[config.mk]
export PLATFORM = sky130hd
export DESIGN_NAME = alsu_param
export DESIGN_NICKNAME = d
export VERILOG_FILES = /design/src/rtl/alsu_param.sv
export SDC_FILE = /design/constraint.sdc
export NUM_CORES = 1
export LEC_CHECK = 0
export CORE_UTILIZATION = 54
export CTS_BUF_LIST = sky130_fd_sc_hd__clkbuf_8
export CTS_CLUSTER_SIZE = 10
export DETAILED_ROUTE_END_ITERATION = 7
export MAX_ROUTING_LAYER = met4
export PLACE_DENSITY_LB_ADDON = 0.05
export SLEW_MARGIN = 5
export SYNTH_ARGS = -nofsm -noshare
export SYNTH_HDL_FRONTEND = slang
export SYNTH_SLANG_ARGS = --single-unit
[constraint.sdc]
create_clock -name clk -period 3.05 [get_ports clk]
set_clock_uncertainty 0.15 [all_clocks]
set_input_delay 0.61 -clock clk [delete_from_list [all_inputs] [get_ports clk]]
set_output_delay 0.61 -clock clk [all_outputs]
set_load 0.05 [all_outputs]
[src/rtl/alsu_param.sv]
// alsu_param: two-stage pipelined arithmetic/logic/shift unit.
//   Stage 1 captures the operands and controls whenever in_valid is high.
//   Stage 2 evaluates the captured operation and updates out/leds/err_count.
// Ports:
//   clk, rst              rising-edge clock, synchronous active-high reset
//   A, B                  WIDTH-bit operands
//   op                    3-bit opcode
//   cin, serial_in        carry-in, shift-in bit
//   direction             shift/rotate direction (1 = left)
//   red_op_A, red_op_B    reduction operand selects (op 000/001 only)
//   bypass_A, bypass_B    pass an operand straight to out
//   in_valid              qualifies all inputs this cycle
//   out                   2*WIDTH-bit registered result
//   out_valid             one-cycle pulse when out updates
//   leds                  invalid-operation indicator (toggles per invalid op)
//   err_count             saturating count of invalid operations
module alsu_param #(
  parameter int WIDTH          = 3,
  parameter     INPUT_PRIORITY = "A",
  parameter     FULL_ADDER     = "ON",
  parameter int ERR_CNT_W      = 8
) (
  input  logic                   clk,
  input  logic                   rst,
  input  logic [WIDTH-1:0]       A,
  input  logic [WIDTH-1:0]       B,
  input  logic [2:0]             op,
  input  logic                   cin,
  input  logic                   serial_in,
  input  logic                   direction,
  input  logic                   red_op_A,
  input  logic                   red_op_B,
  input  logic                   bypass_A,
  input  logic                   bypass_B,
  input  logic                   in_valid,
  output logic [2*WIDTH-1:0]     out,
  output logic                   out_valid,
  output logic [15:0]            leds,
  output logic [ERR_CNT_W-1:0]   err_count
);

  localparam int unsigned OW      = 2 * WIDTH;
  localparam bit          PRI_A   = (INPUT_PRIORITY == "A");
  localparam bit          ADD_CIN = (FULL_ADDER == "ON");

  // Stage 1 registers
  logic [WIDTH-1:0] r_a, r_b;
  logic [2:0]       r_op;
  logic             r_cin, r_sin, r_dir, r_ra, r_rb, r_ba, r_bb, r_v;

  // Stage 2 combinational evaluation
  logic [OW-1:0]    w_res;
  logic             w_bypass, w_invalid, w_byp_use_a, w_red_use_a, w_red;

  // Stage 1: capture on in_valid, otherwise hold data and mark empty
  always_ff @(posedge clk) begin
    if (rst) begin
      r_a   <= '0;
      r_b   <= '0;
      r_op  <= '0;
      r_cin <= 1'b0;
      r_sin <= 1'b0;
      r_dir <= 1'b0;
      r_ra  <= 1'b0;
      r_rb  <= 1'b0;
      r_ba  <= 1'b0;
      r_bb  <= 1'b0;
      r_v   <= 1'b0;
    end else begin
      r_v <= in_valid;
      if (in_valid) begin
        r_a   <= A;
        r_b   <= B;
        r_op  <= op;
        r_cin <= cin;
        r_sin <= serial_in;
        r_dir <= direction;
        r_ra  <= red_op_A;
        r_rb  <= red_op_B;
        r_ba  <= bypass_A;
        r_bb  <= bypass_B;
      end
    end
  end

  // Result selection: bypass beats invalid check beats opcode
  always_comb begin
    w_bypass    = r_ba | r_bb;
    w_red       = r_ra | r_rb;
    w_invalid   = (r_op[2:1] == 2'b11) || (w_red && (r_op[2:1] != 2'b00));
    // Single flag picks its own operand; both flags defer to INPUT_PRIORITY
    w_byp_use_a = r_ba & (~r_bb | PRI_A);
    w_red_use_a = r_ra & (~r_rb | PRI_A);
    w_res       = '0;

    case (r_op)
      3'b000: w_res = w_red ? OW'(w_red_use_a ? &r_a : &r_b) : OW'(r_a & r_b);
      3'b001: w_res = w_red ? OW'(w_red_use_a ? ^r_a : ^r_b) : OW'(r_a ^ r_b);
      3'b010: w_res = OW'(r_a) + OW'(r_b) + OW'(ADD_CIN & r_cin);
      3'b011: w_res = OW'(r_a) * OW'(r_b);
      // Shift/rotate act on the current out register so chained ops compose
      3'b100: w_res = r_dir ? {out[OW-2:0], r_sin} : {r_sin, out[OW-1:1]};
      3'b101: w_res = r_dir ? {out[OW-2:0], out[OW-1]} : {out[0], out[OW-1:1]};
      default: w_res = '0;
    endcase

    if (w_bypass) begin
      w_res = OW'(w_byp_use_a ? r_a : r_b);
    end else if (w_invalid) begin
      w_res = '0;
    end
  end

  // Stage 2: registered outputs, updated only for a valid stage-1 entry
  always_ff @(posedge clk) begin
    if (rst) begin
      out       <= '0;
      out_valid <= 1'b0;
      leds      <= '0;
      err_count <= '0;
    end else begin
      out_valid <= r_v;
      if (r_v) begin
        out <= w_res;
        if (!w_bypass && w_invalid) begin
          leds <= ~leds;
          if (err_count != '1) begin
            err_count <= err_count + ERR_CNT_W'(1);
          end
        end else begin
          leds <= '0;
        end
      end
    end
  end

endmodule

Yosys cells after proc, flatten, opt, wreduce, memory -nomap -nowiden
Index checks and enable logic that the tools add are counted.
{ "totals": {"ff_bits": 48, "latch_bits": 0, "ram_bits": 0, "rom_bits": 0, "in_bits": 19, "output_inout_bits": 31, "elab_cells": 53, "n_memories": 0} }
{ "classes": {"addsub": 3, "n_mul": 1, "div": 0, "magnitude_cmp": 0, "n_eq_ne": 7, "n_shift": 0, "muxes": 11, "bitwise_logic": 5, "n_reduce_logical": 11} }
{ "op_table": {"columns": ["operator", "count"], "rows": [
  ["6-bit case mux with 6 select lines", 1],
  ["6-bit 2-to-1 mux", 4],
  ["16-bit 2-to-1 mux", 1],
  ["16-bit NOT", 1],
  ["3-bit 2-to-1 mux", 3],
  ["3-bit AND reduction", 3],
  ["8-bit by 1-bit adder with 8-bit output, second input constant", 1],
  ["8-bit inequality test, second input constant", 1],
  ["3-bit by 2-bit equality test with 1-bit output, second input constant", 2],
  ["3-bit equality test, second input constant", 2],
  ["3-bit by 3-bit multiplier with 6-bit output", 1],
  ["3-bit XOR reduction", 2],
  ["4-bit by 1-bit adder with 5-bit output", 1],
  ["3-bit by 3-bit adder with 4-bit output", 1],
  ["3-bit AND", 1],
  ["3-bit by 1-bit equality test with 1-bit output, second input constant", 1],
  ["3-bit logical NOT", 1],
  ["3-bit XOR", 1],
  ["2-bit equality test, second input constant", 1],
  ["1-bit logical AND", 2],
  ["1-bit 2-to-1 mux", 2],
  ["1-bit OR", 2],
  ["2-bit nonzero test", 1],
  ["1-bit logical NOT", 1],
  ["1-bit logical OR", 1]
]} }

Logic depth before layout (Yosys ltp)
Gate-level depths: netlist (run 1).
{ "logic_depth": {"depth_word": 6, "ltp_mapped": 9, "depth_no_buf": 9} }

Worst setup path before layout (run 1)
OpenSTA, ideal clock, no wires.
{ "synth_timing": {"path_kind": "flip-flop to flip-flop", "from": "register r_a[1]", "to": "register out[3]", "setup_time_ns": 0.092, "arrival_time_ns": 2.099, "t_required_ns": 2.808, "setup_slack_ns": 0.709, "path_stages_with_launch": 9, "path_buffers": 0, "synth_period_minus_slack_ns": 2.341, "path_cell_list": "dfxtp_1 -> ha_1 -> xnor2_1 -> ha_1 -> ha_1 -> fa_1 -> o21ai_0 -> o32a_1 -> o32ai_1"} }
{ "synth_between": {"elab_chain_cells": 5, "elab_cells_between_ends": 6, "cone_classes": "add/sub (2); mul (1); mux (3)"} }
{ "synth_lines": {"columns": ["element", "line_no", "text"], "rows": [
  ["start, declared", "47", "logic [WIDTH-1:0] r_a, r_b;"],
  ["start signal, assigned", "58", "r_a <= '0;"],
  ["start signal, assigned", "72", "r_a <= A;"],
  ["3-bit by 3-bit adder with 4-bit output", "99", "3'b010: w_res = OW'(r_a) + OW'(r_b) + OW'(ADD_CIN & r_cin);"],
  ["4-bit by 1-bit adder with 5-bit output", "99", null],
  ["6-bit case mux with 6 select lines *", "96", "case (r_op)"],
  ["6-bit 2-to-1 mux *", "109", "end else if (w_invalid) begin"],
  ["6-bit 2-to-1 mux *", "107", "if (w_bypass) begin"],
  ["end signal, assigned", "124", "out <= w_res;"],
  ["end, declared", "36", "output logic [2*WIDTH-1:0] out,"]
]} }
Mark *: on every way between the ends. The rest lies on a longest branch, timed or not.
A chain may end at the register's enable or synchronous reset.

Final worst setup path (run 1)
Ends and elaborated chain as after synthesis.

==> results.json, run 1 <==
{
  "register_area_um2": 960.9,
  "worstMarginPinSlew_ns": 0.7260,
  "crit_type": "reg2reg",
  "p_sw_uw": 351.9,
  "cp-end-kind": "register",
  "wl_per_cell_um": 15.39,
  "grt_pass1_wl_um": 9673,
  "diodes": 0,
  "cts_sinks": 48,
  "top_level_ports": 50,
  "ys_ff_latch": 48,
  "switching_share_pct": 26.41,
  "cp.arrival_ns": 2.62,
  "grt_pass1_vias": 2030,
  "p_seq_share_pct": 51.2,
  "drtAntennaViolNets": 0,
  "internal_power_uw": 980.8,
  "power_leakage_uw": 0.001206,
  "p_clk_share_pct": 34.5,
  "grt_overflow": 0,
  "drtIter0Drc": 185,
  "synthCells": 276,
  "syn_area_um2": 2570,
  "gp_congestion": 0.8354,
  "synth_cell_types": 46,
  "fin_setup_tns_ns": 0,
  "synth_flop_cell": "dfxtp_1",
  "min_path_type": "reg2reg",
  "slew_headroom_pct": 51.45,
  "die_x_um": 70.99,
  "grt_use_total_pct": 24.96,
  "antenna_found_initial": 0,
  "clkLatencyLatePin_ns": 0.30,
  "vdd_drop_max_v": 0.0003208,
  "comb_power_share_pct": 14.3,
  "portBuffers": 49,
  "syn2layout_area_growth_pct": 23.27,
  "cts_resized": 0,
  "cts_tree": "yes",
  "row_count": 24,
  "htreeDepth": 2,
  "cts_inserted_buffers": 5,
  "core_area_um2": 4474,
  "postCtsHoldBufs": 0,
  "clkTransAtPathRegs_ns": 0.09,
  "final_nets": 350,
  "crit_path_max_fanout": 8,
  "post-route-period-util_pct": 83.99,
  "r2r_start": "r_a[1]$_SDFFE_PP0P_",
  "cts_setup_buffers": 0,
  "yosysTopAreaCell": "dfxtp_1",
  "critPathRequiredTime_ns": 3.11,
  "seq_area_frac_synth_pct": 37.39,
  "rsz0062_at_grt": "false",
  "syn_nets": 311,
  "die_h_um": 70.99,
  "p_total_uw": 1333,
  "dieArea_um2": 5039,
  "drv_slew": 0,
  "fillCellCount": 370,
  "multiInputGateArea_um2": 1476,
  "drcViolationCount": 10,
  "drt_pass1_iterations": 6,
  "synth_top_area_share_pct": 37.39,
  "detailedPlacementHpwl_um": 3920,
  "fmax_mhz": 390.4,
  "synth_edf_count": 0,
  "setup_violations": 0,
  "failed_checks": "DRC",
  "power_density_nw_per_um2": 420.7,
  "status": "finished, violations left",
  "vias": 2122,
  "cts_root_buf": "clkbuf_8",
  "cp-startpoint": "r_a[1]$_SDFFE_PP0P_",
  "grt_max_degree": 31,
  "routed_wl_um": 5662,
  "postSynth.asyncResetShare_pct": 0,
  "yosys_warnings": 0,
  "routed_via_density": 5.766,
  "cts_buffer_depth": 2,
  "period_minus_slack_ns": 2.562,
  "syn_avg_cell_area_um2": 9.311,
  "synthTopCellsByArea": "dfxtp_1, mux2i_1, mux2_2",
  "start_kind": "register",
  "finalHoldViolCount": 0,
  "drv_cap": 0,
  "yosysMostFrequentCell": "dfxtp_1",
  "start_util_pct": 57.44,
  "drive_gt1_share_pct": 10.76,
  "synth_common_cells": "dfxtp_1, nor2_1, mux2i_1, mux2_2, ha_1",
  "hold_start": "err_count[5]$_SDFFE_PP0P_"
}
[cells by family after synthesis]
kind of cell / count (synthesis) / synth area share, %
DFF: 48 / 37.39
AOI/OAI and AO/OA: 47 / 12.51
muxes: 42 / 17.28
and+or+nand+nor: 88 / 17.28
adders and majority gates: 16 / 8.666
xor gates and xnor gates: 5 / 1.704
buffers and inverters: 30 / 5.160
[layout make-up]
cell class,instances,share of cell area (%)
multi-input cells,198,46.60
flip-flops and latches,48,30.33
repair buffers,53,16.43
clock buffers,5,2.172
well taps,52,2.054
clock inverters,3,1.343
inverters,9,1.066
[registers in the layout, indices dropped and copies added (netlist names)]
| name | flops |
|---|---|
| leds | 16 |
| err_count | 8 |
| out | 6 |
| r_a | 3 |
| r_b | 3 |
| r_op | 3 |
| out_valid | 1 |
| r_ba | 1 |
| r_bb | 1 |
| r_cin | 1 |
| r_dir | 1 |
| r_ra | 1 |
| r_rb | 1 |
| r_sin | 1 |
| r_v | 1 |
[routing by layer]
| layer | track usage (%) | routed length [um] | up-vias |
|---|---|---|---|
| li1 | - | - | 1062 |
| met1 | 31.81 | 2751 | 994 |
| met2 | 40.06 | 2599 | 57 |
| met3 | 4.701 | 241 | 9 |
| met4 | 8.222 | 69 | 0 |
| met5 | - | 0 | - |
[power groups by stage]
| stage | Clock (uW) | Sequential (uW) | Combinational [uW] |
|---|---|---|---|
| finish | 460 | 682 | 190 |
| global route | 495 | 686 | 207 |
| CTS | 468 | 681 | 191 |
| detailed placement | 0 | 696 | 189 |
| global placement | 0 | 694 | 187 |
| floorplan | 0 | 703 | 116 |
[final timing paths]
path | slack [ns] | cells after the start | to
setup / recovery | 0.49 | 8 | out[3]$_SDFFE_PP0P_
hold / removal | 0.36 | 2 | err_count[5]$_SDFFE_PP0P_
setup reg to reg | 0.49 | 8 | out[3]$_SDFFE_PP0P_
hold reg to reg | 0.36 | 2 | err_count[5]$_SDFFE_PP0P_
[worst max-delay path: stages, from the launching register on]
cell and delay [ns]:
dfxtp_1 0.47, ha_1 0.25, xnor2_1 0.13, ha_1 0.25, ha_1 0.23, fa_1 0.49
o21ai_0 0.07, o32a_1 0.31, o32ai_1 0.12
[per-stage QoR]
step | hold slack [ns] | util, % | worst slack, ns | instances | area, um2
finish | 0.3620 | 70.81 | 0.4882 | 368 | 3168
global placement | 0.3405 | 68.32 | 0.5987 | 360 | 3057
CTS | 0.3572 | 70.81 | 0.5136 | 368 | 3168
detailed placement | 0.3363 | 68.32 | 0.5281 | 360 | 3057
floorplan | 0.3285 | - | 0.7091 | 276 | 2570
global route | 0.3991 | 70.81 | 0.3072 | 368 | 3168
[layout by cell type, fill, tap and decap left out, drive strengths merged, types with 5 or more instances in the layout]
cell type | Yosys | routed
nor2 | 40 | 40
mux2i | 23 | 23
ha | 13 | 13
nand2 | 10 | 10
inv | 9 | 9
clkdlybuf4s50 | 0 | 49
clkbuf | 11 | 5
dfxtp | 48 | 48
or4 | 5 | 5
and2 | 5 | 5
nand3b | 5 | 5
mux2 | 19 | 19
a21oi | 11 | 11
nand3 | 6 | 6
o21ai | 8 | 8
Power figures use the tool's default switching activity.
==> run 2, diff against run 1 <==
CORE_UTILIZATION = 48   (was 54)
clock period = 2.1 ns   (was 3.05 ns; I/O delays follow)
==> results.json, run 2 (synthesized netlist as in run 1, its figures left out) <==
{
  "routed_via_density": 5.321,
  "post-route-period-util_pct": 107.6,
  "dieArea_um2": 5651,
  "drtAntennaViolNets": 0,
  "drt_pass1_iterations": 4,
  "crit_type": "reg2reg",
  "cp_slowest_cell": "fa_1",
  "power_leakage_uw": 0.001436,
  "vdd_drop_max_v": 0.0004591,
  "cp-end-kind": "register",
  "regMostFlops": "leds",
  "fillCellCount": 454,
  "r2r_start": "r_a[1]$_SDFFE_PP0P_",
  "rsz0062_at_grt": "true",
  "wl_per_cell_um": 13.63,
  "start_util_pct": 50.00,
  "drtIter0Drc": 107,
  "finalHoldViolCount": 0,
  "grt_overflow": 0,
  "status": "finished, violations left",
  "failed_checks": "setup timing",
  "drv_slew": 0,
  "slew_headroom_pct": 63.90,
  "setup_violations": 3,
  "row_count": 26,
  "top_level_ports": 50,
  "clkTransAtPathRegs_ns": 0.09,
  "cts_root_buf": "clkbuf_8",
  "drcViolationCount": 0,
  "cts_inserted_buffers": 5,
  "fmax_mhz": 442.5,
  "final_common_cell": "dfxtp_1",
  "syn2layout_area_growth_pct": 30.33,
  "detailedPlacementHpwl_um": 4090,
  "diodes": 0,
  "rr_endpoint": "out[3]$_SDFFE_PP0P_",
  "clkLatencyLatePin_ns": 0.30,
  "power_density_nw_per_um2": 554.3,
  "reg.largest.list": "leds: 16 flops, err_count: 8 flops, out: 6 flops",
  "drv_cap": 0,
  "grt_use_total_pct": 21.94,
  "drive_gt1_share_pct": 22.99,
  "gp_congestion": 0.8300,
  "cp_num_cells": 8,
  "cp.arrival_ns": 2.33,
  "grt_pass1_vias": 1881,
  "cts_tree": "yes",
  "vias": 2155,
  "cp.buffers_inverters": 0,
  "worstMarginPinSlew_ns": 0.5408,
  "core_area_um2": 5140,
  "antenna_found_initial": 0,
  "pre_cts_slack_ns": -0.1608,
  "portBuffers": 49,
  "die_x_um": 75.17,
  "routed_wl_um": 5519,
  "cts_sinks": 48,
  "die_h_um": 75.17,
  "grt_max_degree": 27,
  "critPathRequiredTime_ns": 2.17,
  "start_kind": "register",
  "cts_buffer_depth": 2,
  "grt_pass1_wl_um": 9059,
  "worst-r2r-cell-count": 8,
  "crit_path_max_fanout": 2,
  "final_nets": 369,
  "largest_reg_flops": 16,
  "setup_slack_ns": -0.1597,
  "cp_cell_sequence": "ha_4 > xnor2_1 > ha_1 > ha_2 > fa_1 > o21ai_0 > o32a_1 > o32ai_1",
  "slowest_delay_ns": 0.48,
  "min_path_type": "reg2reg",
  "crit_path_end": "out[3]$_SDFFE_PP0P_",
  "rrSetupSlack_ns": -0.16,
  "htreeDepth": 2,
  "period_minus_slack_ns": 2.260,
  "cts_setup_buffers": 0,
  "final_cell_mix": "dfxtp_1, nor2_1, buf_4, clkdlybuf4s50_1, mux2i_1",
  "fin_setup_tns_ns": -0.2902,
  "critical-path-top-delay-family": "adder cells",
  "cp-startpoint": "r_a[1]$_SDFFE_PP0P_"
}
-- run 2: cell count changes in the layout (fill, tap and decap cells not counted), moves of 4 or more --
cell | previous run | this run
buf_4 | 4 | 34
dfxtp_2 | 0 | 4
clkdlybuf4s50_1 | 49 | 30
dfxtp_1 | 48 | 43
dlymetal6s2s_1 | 0 | 6
-- run 2: through the flow --
stage	utilization, %	area (um2)	instances	hold slack (ns)	power, uW
5_1_grt	65.17	3349	405	0.3813	1954
6_report	65.17	3349	405	0.3457	1856
2_1_floorplan	-	2592	276	0.3285	1191
3_5_place_dp	62.73	3224	397	0.3415	1313
3_3_place_gp	62.73	3224	397	0.3360	1311
4_1_cts	64.63	3322	405	0.3536	1875
-- run 2: worst min-delay path by stage --
stage | endpoint | from | cells past startpoint | slack (ns)
4_1_cts | err_count[5]$_SDFFE_PP0P_ | err_count[5]$_SDFFE_PP0P_ | 2 | 0.35
3_3_place_gp | err_count[5]$_SDFFE_PP0P_ | err_count[5]$_SDFFE_PP0P_ | 2 | 0.34
5_1_grt | err_count[5]$_SDFFE_PP0P_ | err_count[5]$_SDFFE_PP0P_ | 2 | 0.38
3_5_place_dp | err_count[5]$_SDFFE_PP0P_ | err_count[5]$_SDFFE_PP0P_ | 2 | 0.34
2_1_floorplan | r_sin$_SDFFE_PP0P_ | r_sin$_SDFFE_PP0P_ | 2 | 0.33
6_report | err_count[5]$_SDFFE_PP0P_ | err_count[5]$_SDFFE_PP0P_ | 2 | 0.35
-- run 2: what timing repair did --
| action | 4_1_cts | 5_1_grt |
|---|---|---|
| setup endpoints to repair | 5 | 11 |
| pin swaps | 1 | 8 |
| gates resized for setup | 3 | 11 |
| hold buffers | 0 | 0 |
-- run 2: cell type report --
class | count | area [um2] | share of cell area, %
flip-flops and latches | 48 | 969.7 | 28.95
well taps | 70 | 87.58 | 2.615
clock inverters | 3 | 22.52 | 0.6724
repair buffers | 72 | 661.9 | 19.76
clock buffers | 5 | 68.82 | 2.055
inverters | 9 | 33.78 | 1.009
multi-input cells | 198 | 1505 | 44.94
-- run 2: worst min-delay path, delay by kind of cell, from the launching register on --
kind / cells / cell delay [ns]
flip-flops: 1 / 0.34
AO/OA/AOI/OAI: 2 / 0.11
-- run 2: where the power goes --
part / total, uW / internal (uW) / switching, uW
Combinational: 324 / 157 / 167
Clock: 560 / 237 / 323
Sequential: 972 / 940 / 32.0
Total: 1860 / 1330 / 522
-- run 2: metal layers --
| layer | wire length (um) | up-vias | global-route usage (%) | part of all wire, % |
|---|---|---|---|---|
| li1 | - | 1100 | - | - |
| met1 | 2763 | 993 | 30.05 | 50 |
| met2 | 2398 | 53 | 31.93 | 43 |
| met3 | 266 | 9 | 5.221 | 4.8 |
| met4 | 91 | 0 | 6.790 | 1.6 |
| met5 | 0 | - | - | 0 |
